==> src/rtl/chunked_adder.sv <==
// Multi-cycle N-bit adder that adds one W-bit slice per clock with a registered carry.
// Optional macro CHUNKED_ADDER_SUB_EN adds a 'sub' input selecting a - b.
module chunked_adder #(
  parameter int N = 32,
  parameter int W = 8
) (
  input  logic         clk,
  input  logic         rst,
  input  logic         in_valid,
  output logic         in_ready,
  input  logic [N-1:0] a,
  input  logic [N-1:0] b,
  input  logic         cin,
`ifdef CHUNKED_ADDER_SUB_EN
  input  logic         sub,
`endif
  output logic         out_valid,
  input  logic         out_ready,
  output logic [N-1:0] sum,
  output logic         cout,
  output logic [1:0]   dbg_state_o
);

  // Handshake: a transfer happens on a rising edge where valid and ready are both
  // high; in_ready is high only in IDLE outside reset, out_valid only in DONE.

  localparam int S  = N / W;
  localparam int KW = (S > 1) ? $clog2(S) : 1;
  localparam logic [KW-1:0] K_LAST = KW'(S - 1);

  typedef enum logic [1:0] {
    IDLE = 2'd0,
    BUSY = 2'd1,
    DONE = 2'd2
  } state_e;

  state_e        state_q, state_d;
  logic [KW-1:0] k_q, k_d;
  logic [N-1:0]  a_q, a_d;
  logic [N-1:0]  b_q, b_d;
  logic          carry_q, carry_d;
  logic [N-1:0]  sum_q, sum_d;
  logic          cout_q, cout_d;

  logic [N-1:0]  b_eff;
  logic          cin_eff;
  logic [W-1:0]  a_slice;
  logic [W-1:0]  b_slice;
  logic [W:0]    slice_sum;

  // Subtraction is folded into the latched operand: a - b == a + ~b + 1.
  always_comb begin
`ifdef CHUNKED_ADDER_SUB_EN
    b_eff   = sub ? ~b : b;
    cin_eff = sub ? 1'b1 : cin;
`else
    b_eff   = b;
    cin_eff = cin;
`endif
  end

  always_comb begin
    a_slice   = a_q[k_q*W +: W];
    b_slice   = b_q[k_q*W +: W];
    slice_sum = {1'b0, a_slice} + {1'b0, b_slice} + {{W{1'b0}}, carry_q};
  end

  always_comb begin
    state_d   = state_q;
    k_d       = k_q;
    a_d       = a_q;
    b_d       = b_q;
    carry_d   = carry_q;
    sum_d     = sum_q;
    cout_d    = cout_q;
    in_ready  = 1'b0;
    out_valid = 1'b0;

    case (state_q)
      IDLE: begin
        in_ready = ~rst;
        if (in_valid && in_ready) begin
          a_d     = a;
          b_d     = b_eff;
          carry_d = cin_eff;
          k_d     = '0;
          state_d = BUSY;
        end
      end
      BUSY: begin
        sum_d[k_q*W +: W] = slice_sum[W-1:0];
        carry_d           = slice_sum[W];
        k_d               = k_q + KW'(1);
        if (k_q == K_LAST) begin
          cout_d  = slice_sum[W];
          k_d     = '0;
          state_d = DONE;
        end
      end
      DONE: begin
        out_valid = 1'b1;
        if (out_ready) begin
          state_d = IDLE;
        end
      end
      default: begin
        state_d = IDLE;
      end
    endcase
  end

  always_ff @(posedge clk) begin
    if (rst) begin
      state_q <= IDLE;
      k_q     <= '0;
      a_q     <= '0;
      b_q     <= '0;
      carry_q <= 1'b0;
      sum_q   <= '0;
      cout_q  <= 1'b0;
    end else begin
      state_q <= state_d;
      k_q     <= k_d;
      a_q     <= a_d;
      b_q     <= b_d;
      carry_q <= carry_d;
      sum_q   <= sum_d;
      cout_q  <= cout_d;
    end
  end

  assign sum         = sum_q;
  assign cout        = cout_q;
  assign dbg_state_o = state_q;

endmodule

==> config.mk <==
export PLATFORM = sky130hd
export DESIGN_NAME = chunked_adder
export DESIGN_NICKNAME = d
export VERILOG_FILES = /design/src/rtl/chunked_adder.sv
export SDC_FILE = /design/constraint.sdc
export NUM_CORES = 1
export LEC_CHECK = 0
export BUFFER_PORTS_ARGS = -buffer_cell sky130_fd_sc_hd__buf_2
export CAP_MARGIN = 30
export CORE_ASPECT_RATIO = 1.1
export CORE_MARGIN = 8
export CORE_UTILIZATION = 58
export CTS_CLUSTER_DIAMETER = 60
export DETAILED_ROUTE_END_ITERATION = 10
export PLACE_DENSITY = 0.94
export RECOVER_POWER = 50
export SLEW_MARGIN = 15
export SYNTH_ARGS = -nofsm -noshare
export SYNTH_HDL_FRONTEND = slang
export SYNTH_SLANG_ARGS = --single-unit
==> constraint.sdc <==
create_clock -name clk -period 4.6 [get_ports clk]
set_input_delay 0 -clock clk [delete_from_list [all_inputs] [get_ports clk]]
set_output_delay 0 -clock clk [all_outputs]
set_load 0.02 [all_outputs]
==> results.cfg <==
[final_layout]
drive_gt1_share_pct = 19.2
syn2layout_area_growth_pct = 30.4
nets = 730
layout_common_cells = nand2_1, dfxtp_1, a21oi_1
layout_commonest_cell = nand2_1

[yosys]
synth_area_leaders = dfxtp_1, nand2_1, mux4_2
synthCells = 490
yosysSeqAreaShare_pct = 45.4
synthArstFlopShare_pct = 0
synth_flop_cell = dfxtp_1
ys_ff_latch = 102
synth.top_cell.area_share_pct = 45.4
synth_area_leader_cell = dfxtp_1
mappedNetlistArea_mm2 = 0.00450
synth-edff-count = 0
ys_types = 53
synth_fp_nets = 574
avgSynthCellArea_um2 = 9.18
ys_warn_count = 0

[worst_setup_path]
required_ns = 4.90
startpoint = dbg_state_o[0]
cp_slowest_cell = clkbuf_1
slowest_delay_ns = 1.53
cp_num_buf_inv = 1
path_class = reg2reg
timing.critical_path.cells = nor3_1 -> and2_0 -> clkbuf_1 -> nand2_1 -> a21oi_1
crit_fanout = 54
crit_path_end_kind = flop
crit_family = buffers and inverters
critPathArrivalTime_ns = 3.85
crit_path_start_kind = flop
rr_startpoint = dbg_state_o[0]

[drt]
vias = 4445
dr.pass1.iters = 6
vias_per_cell = 5.86
drtIter0Drc = 354
drc = 0
wl_per_cell_um = 19.3
wirelength_mm = 14.7
ant_nets = 0

[clock_network]
cts_resized = 0
cts_tree = done
clk_latency_ns = 0.39
clk_pin_slew_worst_paths_ns = 0.09
cts_made_buffers = 9
clock_path_buffers = 2
clockRootBuffer = clkbuf_8
cts_sinks = 102
h-tree-depth = 3

[outcome]
status = complete, but fails checks
violations = max-capacitance violations, max-slew violations

[placement]
io_buffers = 105
place_hpwl_mm = 8.12
gp_congestion = 0.849

[sta]
max_slew_margin_pct = -51.2
setup_viol = 0
rsz0062_at_grt = false
tightestPinTransition_ns = 2.27
finalCritPeriodShare_pct = 77.2
hold_viol_final = 0
min_period_ns = 3.55
clock.fmax_mhz = 281
maxSlewViolCount = 112
skew_ns = 0.0147
tns_ns = 0

[floorplan]
pin_count = 106
fp.dieW_um = 100
initial_core_util_pct = 60.2
coreArea_mm2 = 0.00747
die_h_um = 108
die_area_mm2 = 0.0108
row_count = 33

[grt]
grt_overflow = 0
grt_start_max_net_pins = 111
antenna_found_initial = 1
grt_pass1_vias = 4524
grt_pass1_wl_mm = 22.6
track_usage_pct = 26.8

[pwr]
power_mw = 1.84
vdd_drop_max_v = 0.000369
power_leakage_nw = 2.25
power_density_mw_per_mm2 = 314

[worst_hold_path]
hold_path_class = in2reg
min_from = cin

[job]
maxCapViolCount = 2
## power breakdown
group	switching (mW)	total [mW]	internal (mW)
clock network	0.321	0.642	0.321
registers	0.0231	0.934	0.911
logic	0.143	0.265	0.122
total	0.487	1.84	1.35
## area by class of cell
type / instances / area, um2
Tap cell: 105 / 131
Multi-Input combinational cell: 350 / 2250
Clock inverter: 5 / 82.6
Sequential cell: 102 / 2040
Inverter: 7 / 26.3
Timing Repair Buffer: 176 / 1190
Fill cell: 437 / 1610
Antenna cell: 3 / 7.51
Clock buffer: 10 / 138
## logic make-up after synthesis
group | count (synthesis) | synth area share [%]
mux | 17 | 8.23
buf+inv | 38 | 4.50
xor+xnor | 4 | 0.779
compound gates | 116 | 16.6
fa+ha+maj | 15 | 4.50
flops | 102 | 45.4
simple gates | 198 | 20.0
## what timing repair did
item / 4_1_cts / 5_1_grt
hold endpoints to repair: 66 / 0
buffers inserted: 0 / 0
hold buffers: 66 / 0
## state kept, by name, indices dropped and copies added, names as in the netlist
signal / count
cout: 1
carry_q: 1
a_q: 32
dbg_state_o: 2
b_q: 32
sum: 32
k_q: 2
## path summary, 6_finish.rpt
check        slack, ns  cells past startpoint  endpoint
min               0.07                      4   carry_q
max reg2reg       1.05                      5    b_q[2]
max               1.05                      5    b_q[2]
min reg2reg       0.46                      2   b_q[15]
## worst register-to-register path, delay by kind of cell, from the launching register on
family,cells,cell delay (ns)
DFF,1,0.37
and+or+nand+nor,3,1.29
buffers and inverters,1,1.53
AOI/OAI and AO/OA,1,0.27
## Yosys cell counts, drive strengths merged (2+ instances only)
library cell and number:
inv 7, nand4 2, dfxtp 102, a31oi 2
a22oi 24, nand3b 9, nor3 4, a21o 2
o31ai 4, nand2b 3, and2b 2, ha 13
buf 16, xnor2 2, nand2 137, nor2b 2
fa 2, o21ai 6, xor2 2, clkbuf 15
a21oi 69, nor2 31, nor3b 2, mux4 16
## layer usage
layer / GRT usage, % / up-vias / part of all wire, %
li1: - / 2003 / -
met1: 27.1 / 2094 / 36
met2: 48.7 / 282 / 52
met3: 7.07 / 66 / 8.0
met4: 15.7 / 0 / 4.4
met5: 0 / - / 0
## stage by stage
step	setup slack (ns)	instances	hold WS [ns]	cell area [um2]	utilization [%]
after floorplan	1.63	490	0.0517	4500	-
after global placement	1.47	672	0.241	5010	67.0
after detailed placement	1.37	672	0.246	5010	67.0
after CTS	1.36	753	0.0740	5890	78.8
after global routing	0.810	756	0.0870	5860	78.4
final	1.05	758	0.0721	5870	78.5
Power figures use the tool's default switching activity.
